## src/rtl/lerp2_sweep.sv

```systemverilog
// Row-major grid sweeper driving a bilinear interpolator via start/done.
// Optional LERP2_SWEEP_TIMEOUT_EN aborts a sweep when done never arrives.
module lerp2_sweep #(
    parameter int WIDTH   = 32,
    parameter int FBITS   = 16,
    parameter int CW      = 16,
    parameter int TIMEOUT = 256
) (
    input  logic             clock,
    input  logic             reset,
    input  logic             cfg_start,
    input  logic [CW-1:0]    cfg_nx,
    input  logic [CW-1:0]    cfg_ny,
    output logic             busy,
    output logic             cfg_err,
    output logic             lerp_start,
    output logic [WIDTH-1:0] lerp_x,
    output logic [WIDTH-1:0] lerp_y,
    output logic [WIDTH-1:0] lerp_X,
    output logic [WIDTH-1:0] lerp_Y,
    input  logic             lerp_done,
    input  logic [WIDTH-1:0] lerp_val,
    output logic             out_valid,
    input  logic             out_ready,
    output logic [WIDTH-1:0] out_val,
    output logic [CW-1:0]    out_x,
    output logic [CW-1:0]    out_y,
    output logic             out_last,
    output logic             sweep_done
);

    typedef enum logic [2:0] {
        S_IDLE, S_ISSUE, S_WAIT, S_OUT, S_DONE
    } state_t;

    if (TIMEOUT < 1) begin : g_bad_timeout
        $error("TIMEOUT must be at least 1");
    end

    state_t           state_q, state_d;
    logic [CW-1:0]    nx_q, nx_d, ny_q, ny_d;
    logic [CW-1:0]    ix_q, ix_d, iy_q, iy_d;
    logic [WIDTH-1:0] lx_q, lx_d, ly_q, ly_d;
    logic [WIDTH-1:0] ov_q, ov_d;
    logic [CW-1:0]    ox_q, ox_d, oy_q, oy_d;
    logic             ol_q, ol_d;
    logic             err_q, err_d;

`ifdef LERP2_SWEEP_TIMEOUT_EN
    localparam int TW = $clog2(TIMEOUT + 1);
    logic [TW-1:0] tmo_q, tmo_d;
`endif

    // Zero-extend then shift; bits pushed past WIDTH are dropped.
    function automatic logic [WIDTH-1:0] fx(input logic [CW-1:0] v);
        logic [WIDTH-1:0] w;
        w = WIDTH'(v);
        return w << FBITS;
    endfunction

    always_comb begin
        state_d = state_q;
        nx_d    = nx_q;
        ny_d    = ny_q;
        ix_d    = ix_q;
        iy_d    = iy_q;
        lx_d    = lx_q;
        ly_d    = ly_q;
        ov_d    = ov_q;
        ox_d    = ox_q;
        oy_d    = oy_q;
        ol_d    = ol_q;
        err_d   = 1'b0;
`ifdef LERP2_SWEEP_TIMEOUT_EN
        tmo_d   = tmo_q;
`endif
        unique case (state_q)
            S_IDLE: begin
                if (cfg_start) begin
                    if (cfg_nx < CW'(2) || cfg_ny < CW'(2)) begin
                        err_d = 1'b1;
                    end else begin
                        nx_d    = cfg_nx;
                        ny_d    = cfg_ny;
                        ix_d    = '0;
                        iy_d    = '0;
                        lx_d    = fx(cfg_nx - CW'(1));
                        ly_d    = fx(cfg_ny - CW'(1));
                        state_d = S_ISSUE;
                    end
                end
            end
            S_ISSUE: begin
                state_d = S_WAIT;
`ifdef LERP2_SWEEP_TIMEOUT_EN
                tmo_d   = '0;
`endif
            end
            S_WAIT: begin
                if (lerp_done) begin
                    ov_d    = lerp_val;
                    ox_d    = ix_q;
                    oy_d    = iy_q;
                    ol_d    = (ix_q == nx_q - CW'(1)) &&
                              (iy_q == ny_q - CW'(1));
                    state_d = S_OUT;
                end
`ifdef LERP2_SWEEP_TIMEOUT_EN
                else if (tmo_q == TW'(TIMEOUT - 1)) begin
                    err_d   = 1'b1;
                    state_d = S_IDLE;
                end else begin
                    tmo_d = tmo_q + TW'(1);
                end
`endif
            end
            S_OUT: begin
                if (out_ready) begin
                    if (ol_q) begin
                        state_d = S_DONE;
                    end else if (ix_q == nx_q - CW'(1)) begin
                        ix_d    = '0;
                        iy_d    = iy_q + CW'(1);
                        state_d = S_ISSUE;
                    end else begin
                        ix_d    = ix_q + CW'(1);
                        state_d = S_ISSUE;
                    end
                end
            end
            S_DONE: state_d = S_IDLE;
            default: state_d = S_IDLE;
        endcase
    end

    always_ff @(posedge clock) begin
        if (reset) begin
            state_q <= S_IDLE;
            nx_q    <= '0;
            ny_q    <= '0;
            ix_q    <= '0;
            iy_q    <= '0;
            lx_q    <= '0;
            ly_q    <= '0;
            ov_q    <= '0;
            ox_q    <= '0;
            oy_q    <= '0;
            ol_q    <= 1'b0;
            err_q   <= 1'b0;
`ifdef LERP2_SWEEP_TIMEOUT_EN
            tmo_q   <= '0;
`endif
        end else begin
            state_q <= state_d;
            nx_q    <= nx_d;
            ny_q    <= ny_d;
            ix_q    <= ix_d;
            iy_q    <= iy_d;
            lx_q    <= lx_d;
            ly_q    <= ly_d;
            ov_q    <= ov_d;
            ox_q    <= ox_d;
            oy_q    <= oy_d;
            ol_q    <= ol_d;
            err_q   <= err_d;
`ifdef LERP2_SWEEP_TIMEOUT_EN
            tmo_q   <= tmo_d;
`endif
        end
    end

    assign busy       = (state_q != S_IDLE);
    assign lerp_start = (state_q == S_ISSUE);
    assign out_valid  = (state_q == S_OUT);
    assign sweep_done = (state_q == S_DONE);
    assign cfg_err    = err_q;
    assign lerp_x     = fx(ix_q);
    assign lerp_y     = fx(iy_q);
    assign lerp_X     = lx_q;
    assign lerp_Y     = ly_q;
    assign out_val    = ov_q;
    assign out_x      = ox_q;
    assign out_y      = oy_q;
    assign out_last   = ol_q;

endmodule

```

## config.mk

```make
export PLATFORM = sky130hd
export DESIGN_NAME = lerp2_sweep
export DESIGN_NICKNAME = d
export VERILOG_FILES = /design/src/rtl/lerp2_sweep.sv
export SDC_FILE = /design/constraint.sdc
export NUM_CORES = 1
export LEC_CHECK = 0
export ABC_CLOCK_PERIOD_IN_PS = 3900
export BUFFER_PORTS_ARGS = -buffer_cell sky130_fd_sc_hd__buf_2
export CAP_MARGIN = 20
export CORE_ASPECT_RATIO = 0.75
export CORE_MARGIN = 5
export CORE_UTILIZATION = 53
export CTS_BUF_LIST = sky130_fd_sc_hd__clkbuf_8
export DETAILED_ROUTE_END_ITERATION = 16
export MAX_ROUTING_LAYER = met4
export PLACE_DENSITY = 0.94
export SYNTH_ARGS = -nofsm -noshare
export SYNTH_HDL_FRONTEND = slang
export SYNTH_SLANG_ARGS = --single-unit
```

## constraint.sdc

```tcl
create_clock -name clock -period 3.9 [get_ports clock]
set_input_delay 1.17 -clock clock [delete_from_list [all_inputs] [get_ports clock]]
set_output_delay 1.17 -clock clock [all_outputs]
set_load 0.01 [all_outputs]
```

# == Word level (Yosys, flattened, before mapping) ==
# Cells that the tools add are included.
# op_classes
n_addsub,6
magnitude_cmp,2
n_eq_ne,12
mux,17
n_bitwise,3
n_reduce_logical,11
# op_table
op,count
$mux 16,8
$pmux 16 s2,2
$sub 16x1->16 const B,4
$add 16x1->16 const B,2
$eq 16x16->1,2
$lt 16x2->1 const B,2
$mux 3,5
$pmux 3 s4,1
$ne 2x2->1 const B,4
$eq 3x2->1 const B,2
$reduce_and 6->1,1
$reduce_and 5->1,1
$ne 2x1->1 const B,2
$reduce_and 4->1,1
$eq 3x1->1 const B,1
$eq 3x3->1 const B,1
$logic_not 3->1,1
$not 1->1,3
$reduce_and 3->1,1
$reduce_bool 3->1,1
$reduce_or 3->1,1
$reduce_and 2->1,1
$reduce_bool 2->1,1
$logic_and 1x1->1,1
2 further kinds,2
# totals
register_bits,165
output_inout_bits,198

# == Logic depth before layout (Yosys ltp) ==
# Gate-level depths: netlist (run 1).
# depth
ltp_word,6
ltp_mapped,13

# == Least setup slack after synthesis (run 1) ==
# Ideal clock, no wire load.
# synth_path
kind,flip-flop to flip-flop
from,register nx_q[0]
to,register iy_q[10]
setup_ns,0.070
t_arrival_ns,3.061
required_time_ns,3.830
setup_slack_ns,0.769
path_stages_with_launch,12
path_buffers,1
path_cell_list,dfxtp_1 > inv_1 > ha_1 > buf_2 > or3b_2 > or4_4 > nor3_2 > o21ai_1 > or4b_4 > o21a_4 > or3_1 > a21oi_1
# synth_via
elab_chain_len,4
# synth_lines
element,line_no,rtl
start: declaration,41,"logic [CW-1:0] nx_q, nx_d, ny_q, ny_d;"
start signal: assignment,155,nx_q <= nx_d;
$sub 16x1->16,121,end else if (ix_q == nx_q - CW'(1)) begin
$eq 16x16->1,121,
$ne 2x1->1 (no line),n/a,
$reduce_and 6->1 (no line),n/a,
end signal: assignment,158,iy_q <= iy_d;
end: declaration,42,"logic [CW-1:0] ix_q, ix_d, iy_q, iy_d;"
# No other way between the ends.
# A chain may end at the register's enable or synchronous reset.

# == Final worst setup path (run 1) ==
# layout_path
from,register nx_q[0]
to,register ix_q[12]
# layout_via
elab_chain_len,6
# layout_lines
element,line_no,rtl
$sub 16x1->16,121,
$eq 16x16->1,121,
$mux 16,121,
$mux 16,119,if (ol_q) begin
$mux 16,118,if (out_ready) begin
$pmux 16 s2,77,unique case (state_q)
end signal: assignment,157,ix_q <= ix_d;
end: declaration,42,
# No other way between the ends. The select of a mux whose other input is x is not followed.

==> impl_metrics.py, run 1 <==
metrics = {
    "outcome": {
        "status": "finished, final reports clean",
    },
    "worst_setup_path": {
        "arrival_ns": 3.88,
        "critical_path_class": "reg2reg",
        "cp.required_ns": 4.22,
        "crit_path_end_kind": "flip-flop",
        "start_kind": "flip-flop",
        "slowest_delay_ns": 0.57,
        "path_cells": "inv_1 > ha_1 > or3b_2 > or4_4 > nor3_2 > o21ai_1 > or4b_4 > o21a_4 > nand2b_1 > nor2_1",
        "cp_slowest_cell": "or4b_4",
        "reg2reg_slack_ns": 0.33,
        "cp_max_fo": 19,
    },
    "final_layout": {
        "n_antenna_cell": 0,
        "regArea_sq_um": 3303,
        "nNetsFinal": 1285,
        "drive_gt1_share_pct": 20.93,
        "multi_input_area_sq_um": 4295,
        "area_delta_synth_final_pct": 15.48,
        "fillCellCount": 1328,
    },
    "synthesis": {
        "synth-seq-cells": 165,
        "yosys-top-cells-count": "nand2_1, dfxtp_1, a21oi_1",
        "synth_ff_type": "dfxtp_1",
        "synth.top_cell.area_share_pct": 40.55,
        "synthMostInstantiatedCell": "nand2_1",
        "synth_cell_types": 56,
        "synthesis.area_sq_um": 8147,
        "async_flop_share_pct": 0,
        "synth_edf_count": 0,
        "ys_warn_count": 0,
        "ys_seq_area_share_pct": 40.55,
        "synthCells": 1044,
        "synth.area.top_cells": "dfxtp_1, nand2_1, a21oi_1, buf_4, xnor2_1",
        "synth_area_per_cell_sq_um": 7.803,
        "synth_top_area_cell": "dfxtp_1",
    },
    "die": {
        "core-area_sq_um": 15180,
        "die_x_microns": 153.2,
        "std_cell_rows": 39,
        "fp.dieArea_sq_um": 17980,
        "start_util_pct": 53.68,
        "die_h_microns": 117.4,
        "io_pins": 267,
    },
    "timing": {
        "fin_ws_ns": 0.3336,
        "fmax_mhz": 280.4,
        "slew_headroom_pct": 35.09,
        "hold_violations": 0,
        "period_needed_ns": 3.566,
        "rsz0062_at_grt": "no",
        "final_max_slew_viol_count": 0,
        "skew_ns": 0.01102,
        "layout_worst_path_cycle_share_pct": 91.45,
        "setup_viol": 0,
        "worst_slew_pin_slew_ns": 0.9647,
        "fin_setup_tns_ns": 0,
    },
    "job": {
        "maxCapViolCount": 0,
    },
    "global_routing": {
        "grt_pass1_vias": 7040,
        "grt_overflow": 0,
        "grt_use_total_pct": 23.82,
        "grt_first_pass_wirelength_mm": 35.30,
        "grt_antenna_before_repair": 0,
        "grt_max_degree": 82,
    },
    "drt": {
        "wl_mm": 21.77,
        "vias_per_cell": 5.365,
        "route.detailed.drc": 0,
        "drt_iter0_drc": 734,
        "wl_per_cell_microns": 15.24,
        "antenna_left": 0,
        "firstDrtPassIters": 5,
        "via_count": 7661,
    },
    "placed_design": {
        "dp_hpwl_mm": 15.97,
        "globalplace.congestion": 0.8809,
        "io_buffers": 202,
        "dp_slack_ns": 0.3573,
    },
    "clock_tree": {
        "path_clk_slew_ns": 0.09,
        "ctsHoldBuffers": 0,
        "insertion_delay_ns": 0.45,
        "post_cts_buffers": 0,
        "cts_tree": "yes",
        "cts_buffer_depth": 2,
        "clock-sinks": 165,
        "cts_max_level": 4,
        "cts_buffers": 17,
        "cts_root_buf": "clkbuf_8",
        "ctsResizeCount": 0,
    },
    "pwr": {
        "ir_drop_uv": 291.8,
        "power.leakage_nw": 3.910,
        "power.total_mw": 4.181,
        "powerDensity_nw_per_um2": 444.5,
    },
    "hold_path": {
        "hold_class": "reg2reg",
    },
}
## stage by stage
step	cell area, sq um	util [%]	instances	hold slack (ns)
3_3_place_gp	9016	59.41	1395	0.4356
5_1_grt	9408	61.99	1428	0.4732
6_report	9408	61.99	1428	0.4545
2_1_floorplan	8383	-	1107	0.4478
3_5_place_dp	9016	59.41	1395	0.4435
4_1_cts	9400	61.94	1427	0.4566
## path summary, 6_finish.rpt
kind	startpoint	endpoint	cells past startpoint
setup / recovery	nx_q[0]$_SDFFE_PP0P_	ix_q[12]$_SDFFE_PP0P_	10
hold reg to reg	out_y[3]$_SDFFE_PP0P_	out_y[3]$_SDFFE_PP0P_	2
hold / removal	out_y[3]$_SDFFE_PP0P_	out_y[3]$_SDFFE_PP0P_	2
setup reg to reg	nx_q[0]$_SDFFE_PP0P_	ix_q[12]$_SDFFE_PP0P_	10
## sequential cells by signal, indices dropped and copies added, names as in the netlist, 16 cells and up
signal   count
ix_q        16
iy_q        16
lerp_X      16
lerp_Y      16
nx_q        16
ny_q        16
out_val     32
out_x       16
out_y       16
## report_power, final
part           internal [mW]  leakage [nW]  switching, mW  total (mW)
registers               1.81          1.34          0.106        1.91
clock network          0.544         0.185          0.645        1.19
logic                  0.413          2.38          0.665        1.08
total                   2.77          3.91           1.42        4.18
## worst max-delay path: cells and delay by family, from the launching register on
kind                     cells  cell delay, ns
AND/OR/NAND/NOR              6            2.28
buffers and inverters        1            0.07
AO/OA/AOI/OAI                2            0.39
adder cells (fa/ha/maj)      1            0.34
flip-flops                   1            0.36
## cell type report
class,count,share of cell area [%]
clock buffers,19,2.780
clock inverters,13,1.303
inverters,18,0.7182
multi-input cells,796,45.66
flip-flops and latches,165,35.11
well taps,205,2.726
repair buffers,212,11.70
## placed cells by master, fill, tap and decap left out, types with 3 or more instances in the layout
master	instances
nand4_1	11
o21ai_0	18
nor4b_1	3
clkinvlp_4	4
nor2_1	73
nor4_1	14
dfxtp_1	165
o22ai_1	3
inv_1	18
or4_1	11
ha_1	6
nand2b_1	7
clkinv_4	3
a311oi_1	3
buf_2	201
a21o_1	3
a21oi_1	121
buf_4	10
nand2_1	229
o31ai_1	10
or3_1	14
inv_6	3
clkbuf_8	19
nand3b_1	5
xor2_1	32
a211oi_1	27
nor3b_1	3
conb_1	64
nand3_1	21
and3_1	7
xnor2_1	55
nor3_1	20
a31oi_1	3
## per-layer routing
| layer | share of wire, % | GRT usage [%] |
|---|---|---|
| met3 | 8.1 | 5.302 |
| met2 | 48 | 38.39 |
| met5 | 0 | - |
| met1 | 42 | 30.98 |
| met4 | 1.0 | 5.008 |
## kinds of logic after synthesis
group / synth area share, %
AOI/OAI and AO/OA: 14.25
xor gates and xnor gates: 9.353
adders and majority gates: 0.9215
buffers and inverters: 9.845
DFF: 40.55
muxes: 0.2457
other: 0.04603
and+or+nand+nor: 24.79
No activity file was read; power rests on OpenSTA's default activity.
==> inputs of run 2 (changes only) <==
Settings changed: ABC_AREA from default to 1, PLACE_DENSITY 0.94 to 0.93.
==> run 2 against run 1 <==
Design area grew 5.2%. Area after synthesis up 6.0%. Wire length increased by 11%. Non-clock buffer count fell by 3. Global-route usage increased by 1.2 points. Combinational power grew 91%. Largest cell class unchanged.
==> impl_metrics.py, run 2 <==
metrics = {
    "drt": {
        "vias_per_cell": 5.157,
        "firstDrtPassIters": 6,
        "drt_iter0_drc": 631,
        "routed.top_layer": "met4",
        "dr_wl_met3_mm": 1.669,
        "wl_mm": 24.22,
        "wl_per_cell_microns": 14.84,
        "met2_wirelength_mm": 11.60,
        "met1_length_mm": 10.65,
        "antenna_left": 0,
        "route.detailed.drc": 0,
        "via_count": 8417,
    },
    "synthesis": {
        "synthCells": 1236,
        "synth_ff_type": "dfxtp_1",
        "async_flop_share_pct": 0,
        "yosys-top-cells-count": "nand2_1, dfxtp_1, nor2_1",
        "synth-seq-cells": 165,
        "synth_cell_types": 43,
        "ys_seq_area_share_pct": 38.26,
        "synth_area_per_cell_sq_um": 6.985,
        "synth.top_cell.area_share_pct": 38.26,
        "synth_edf_count": 0,
        "ys_warn_count": 0,
        "synth.area.top_cells": "dfxtp_1, nand2_1, a21oi_1, nor2_1, buf_4",
        "synthesis.area_sq_um": 8633,
        "synth_top_area_cell": "dfxtp_1",
        "synthMostInstantiatedCell": "nand2_1",
    },
    "clock_tree": {
        "insertion_delay_ns": 0.46,
        "cts_buffer_depth": 2,
        "ctsHoldBuffers": 0,
        "clock-sinks": 165,
        "ctsResizeCount": 0,
        "path_clk_slew_ns": 0.09,
        "cts_tree": "yes",
        "cts_max_level": 4,
        "cts_root_buf": "clkbuf_8",
        "cts_buffers": 17,
        "post_cts_buffers": 0,
    },
    "timing": {
        "layout_worst_path_cycle_share_pct": 73.31,
        "worst_slew_pin_slew_ns": 0.8259,
        "fin_ws_ns": 1.041,
        "fin_setup_tns_ns": 0,
        "period_needed_ns": 2.859,
        "setup_viol": 0,
        "rsz0062_at_grt": "no",
        "skew_ns": 0.01444,
        "final_max_slew_viol_count": 0,
        "hold_violations": 0,
        "slew_headroom_pct": 44.86,
        "hold_ws_ns": 0.4673,
        "fmax_mhz": 349.7,
    },
    "pwr": {
        "power.leakage_nw": 4.595,
        "power.total_mw": 5.469,
        "ir_drop_uv": 332.0,
        "powerDensity_nw_per_um2": 552.5,
    },
    "hold_path": {
        "hold_class": "reg2reg",
    },
    "placed_design": {
        "dp_slack_ns": 0.6389,
        "dp_hpwl_mm": 17.89,
        "placed_cells": 1600,
        "io_buffers": 202,
        "globalplace.congestion": 0.9552,
        "place_area_sq_um": 9492,
    },
    "global_routing": {
        "grt_max_degree": 89,
        "grt_use_total_pct": 25.03,
        "grt_pass1_vias": 7563,
        "grt_overflow": 0,
        "grt_first_pass_wirelength_mm": 37.61,
        "grt_antenna_before_repair": 0,
    },
    "final_layout": {
        "drive_gt1_share_pct": 19.41,
        "nNetsFinal": 1484,
        "largest_register_ffs": 32,
        "area_delta_synth_final_pct": 14.65,
        "post-route-util_pct": 61.80,
        "final_common_cell": "nand2_1",
        "layout_common_cells": "nand2_1, buf_2, dfxtp_1",
        "instances_no_fill": 1632,
        "n_antenna_cell": 0,
        "fin_area_sq_um": 9898,
    },
    "die": {
        "fp.dieArea_sq_um": 18970,
        "core-area_sq_um": 16020,
        "die_x_microns": 157.4,
        "start_util_pct": 53.91,
        "io_pins": 267,
        "die_h_microns": 120.5,
        "std_cell_rows": 40,
    },
    "worst_setup_path": {
        "start_kind": "input port",
        "path_cells": "buf_2 > nor2_1 > nand2_1 > nor2_1 > nand4_1 > nand2_1 > nand2_1 > nand2_8 > inv_4 > nand2_4 > nand2_2 > a21oi_1",
        "crit_path_end_kind": "flip-flop",
        "arrival_ns": 3.23,
        "cp_slowest_cell": "nand2_4",
        "critical_path_class": "in2reg",
        "cp.required_ns": 4.27,
        "cp_max_fo": 27,
        "crit_family": "simple AND/OR/NAND/NOR gates",
        "cp_common_cell": "nand2_1",
        "critPathBufInv": 2,
        "slowest_delay_ns": 0.23,
    },
    "outcome": {
        "status": "finished, final reports clean",
    },
    "job": {
        "maxCapViolCount": 0,
    },
}
==> run 2: path summary, 6_finish.rpt <==
| kind | from | end | slack [ns] | cells after the start |
|---|---|---|---|---|
| min reg2reg | out_val[27]$_SDFFE_PP0P_ | out_val[27]$_SDFFE_PP0P_ | 0.47 | 2 |
| max | cfg_ny[4] | ix_q[0]$_SDFFE_PP0P_ | 1.04 | 12 |
| min | out_val[27]$_SDFFE_PP0P_ | out_val[27]$_SDFFE_PP0P_ | 0.47 | 2 |
| max reg2reg | nx_q[0]$_SDFFE_PP0P_ | ix_q[0]$_SDFFE_PP0P_ | 1.15 | 13 |
==> run 2: layer usage <==
metal / vias up / global-route usage, %
met5: - / -
li1: 4212 / -
met3: 28 / 4.794
met4: 0 / 6.394
met1: 3839 / 33.36
met2: 338 / 39.43
==> run 2: final cells by class <==
cell class              instances  area (sq um)
flip-flops and latches        165          3303
fillers                      1463          6117
clock buffers                  17         234.0
multi-input cells             923          4511
well taps                     210         262.8
repair buffers                209          1064
inverters                      93         351.6
clock inverters                15         172.7
==> run 2: cells by family after synthesis <==
kind of cell             share of synthesized area (%)
AND/OR/NAND/NOR                                  27.33
AO/OA/AOI/OAI                                    14.16
buffers and inverters                            12.38
flip-flops                                       38.26
XOR/XNOR                                         6.957
adder cells (fa/ha/maj)                         0.8695
other                                          0.04344
==> run 2: power by group <==
part           total (mW)  switching, mW  internal (mW)
clock network        1.27          0.683          0.586
logic                2.06           1.38          0.676
registers            2.14          0.207           1.94
==> run 2: worst register-to-register path: stages (launching register included) <==
cell,delay [ns]
dfxtp_1,0.35
inv_1,0.19
ha_1,0.32
nand2_4,0.16
nor2_4,0.16
nand2_1,0.06
nand2_1,0.08
nand2_1,0.05
nor2_1,0.18
nand3_2,0.15
o21bai_4,0.36
nand2_4,0.23
nand2_2,0.26
a21oi_1,0.07
==> inputs of run 3 (changes only) <==
Settings changed: ABC_CLOCK_PERIOD_IN_PS 3900 to 2300, CORE_UTILIZATION 53 to 48, PLACE_DENSITY 0.93 to 0.9.
Clock period 3.9 ns to 2.3 ns, I/O delays scaled along.
==> run 3 against run 2 <==
Critical path depth is 2 higher. Non-clock buffer count increased by 68. Worst hold slack worse by 0.0010 ns. Design area increased by 6.7%. Register-to-register slack got worse by 1.0 ns. Sequential share of layout area decreased by 2.1 points. Sequential cell count did not move. Via count up 3.4%. Largest cell class unchanged. Largest power group is now combinational cells.
==> impl_metrics.py, run 3 (synthesis results as in run 2) <==
metrics = {
    "die": {
        "core-area_sq_um": 17660,
        "die_h_microns": 126.1,
        "io_pins": 267,
        "fp.dieArea_sq_um": 20800,
        "die_x_microns": 164.9,
        "start_util_pct": 48.89,
        "std_cell_rows": 42,
    },
    "pwr": {
        "ir_drop_uv": 473.2,
        "powerDensity_nw_per_um2": 913.7,
        "power.leakage_nw": 4.957,
    },
    "placed_design": {
        "io_buffers": 202,
        "dp_hpwl_mm": 19.08,
        "globalplace.congestion": 0.9524,
    },
    "drt": {
        "wl_mm": 25.05,
        "antenna_left": 0,
        "via_count": 8706,
        "wl_per_cell_microns": 14.46,
        "vias_per_cell": 5.024,
        "route.detailed.drc": 0,
        "firstDrtPassIters": 8,
        "drt_iter0_drc": 683,
    },
    "worst_setup_path": {
        "critical_path_class": "reg2reg",
        "slowest_delay_ns": 0.35,
        "cp_max_fo": 16,
        "cp.required_ns": 2.63,
        "start_kind": "flip-flop",
        "crit_path_end_kind": "flip-flop",
        "path_cells": "inv_1 > ha_2 > nand2_4 > nor2_8 > nand2_2 > nand2_1 > nand3_1 > nor2_2 > nand3_2 > o21bai_4 > nand2_4 > buf_12 > nand2_1 > a21oi_1",
        "worst-r2r-cell-count": 14,
        "cp_slowest_cell": "dfxtp_2",
        "arrival_ns": 2.50,
    },
    "clock_tree": {
        "cts_buffers": 17,
        "cts_max_level": 4,
        "cts_buffer_depth": 2,
        "cts_tree": "yes",
        "insertion_delay_ns": 0.45,
        "cts_root_buf": "clkbuf_8",
        "post_cts_buffers": 0,
        "clock-sinks": 165,
        "path_clk_slew_ns": 0.09,
    },
    "global_routing": {
        "grt_overflow": 0,
        "grt_use_total_pct": 24.19,
        "grt_antenna_before_repair": 1,
        "grt_first_pass_wirelength_mm": 40.10,
        "grt_pass1_vias": 8168,
        "grt_max_degree": 75,
    },
    "timing": {
        "fin_setup_tns_ns": 0,
        "hold_ws_ns": 0.4663,
        "skew_ns": 0.01226,
        "setup_viol": 0,
        "layout_worst_path_cycle_share_pct": 94.71,
        "fmax_mhz": 459.1,
        "hold_violations": 0,
        "final_max_slew_viol_count": 0,
        "period_needed_ns": 2.178,
    },
    "hold_path": {
        "min_path_cells": 2,
        "hold_class": "reg2reg",
    },
    "final_layout": {
        "drive_gt1_share_pct": 23.36,
        "final_common_cell": "nand2_1",
        "nNetsFinal": 1552,
        "area_delta_synth_final_pct": 22.33,
        "largest_register_ffs": 32,
        "layout_common_cells": "nand2_1, buf_2, dfxtp_1",
    },
    "job": {
        "maxCapViolCount": 0,
    },
    "outcome": {
        "status": "finished, final reports clean",
    },
}
==> run 3: changes by cell type in the layout (fill, tap and decap cells not counted), moves of 2 or more <==
cell	change
inv_8	-2
buf_12	+8
clkinv_4	-4
buf_4	+59
nor2_1	-2
nor2_2	+2
clkinvlp_4	+3
==> run 3: stage by stage <==
stage / total power, mW / worst slack [ns] / instances / instance area (sq um) / utilization (%)
after CTS: 9.653 / 0.07177 / 1732 / 10540 / 59.70
after global placement: 7.393 / -0.1750 / 1700 / 10140 / 57.44
after detailed placement: 7.501 / -0.2602 / 1700 / 10140 / 57.44
final: 9.650 / 0.1218 / 1733 / 10560 / 59.81
after floorplan: 6.269 / 0.2461 / 1299 / 8870 / -
after global routing: 10.37 / -0.002129 / 1733 / 10560 / 59.81
==> run 3: repair_timing <==
item,4_1_cts,5_1_grt
hold buffers,0,0
endpoints found under the setup margin,0,28
gates resized for setup,0,6
==> run 3: path summary, 6_finish.rpt <==
| check | start | end | slack [ns] |
|---|---|---|---|
| worst max-delay path | nx_q[1]$_SDFFE_PP0P_ | iy_q[4]$_SDFFE_PP0P_ | 0.12 |
| worst min-delay path | out_val[17]$_SDFFE_PP0P_ | out_val[17]$_SDFFE_PP0P_ | 0.47 |
| worst max register to register | nx_q[1]$_SDFFE_PP0P_ | iy_q[4]$_SDFFE_PP0P_ | 0.12 |
| worst min register to register | out_val[17]$_SDFFE_PP0P_ | out_val[17]$_SDFFE_PP0P_ | 0.47 |
==> run 3: layer usage <==
| metal | vias up | global-route usage, % | share of wire (%) |
|---|---|---|---|
| li1 | 4354 | - | - |
| met3 | 34 | 5.715 | 7.0 |
| met2 | 321 | 39.20 | 49 |
| met5 | - | - | 0 |
| met1 | 3997 | 30.87 | 43 |
| met4 | 0 | 5.232 | 1.3 |
==> run 3: final cells by class <==
type                       instances  area, sq um
fill                            1672         7096
multi-input combinational        923         4523
sequential                       165         3304
timing repair buffer             277         1678
inverter                          93        351.6
tap                              242        302.8
clock buffer                      18        247.7
clock inverter                    14        151.4
antenna                            1        2.502
==> run 3: critical path: cells and delay by family, from the launching register on <==
kind                     cells  cell delay (ns)
AND/OR/NAND/NOR              9             0.99
AO/OA/AOI/OAI                2             0.25
flip-flops                   1             0.35
adder cells (fa/ha/maj)      1             0.23
buffers and inverters        2             0.24
==> run 3: report_power, final <==
group	switching, mW	internal (mW)
Clock	1.13	1.00
Combinational	2.42	1.46
Sequential	0.350	3.29
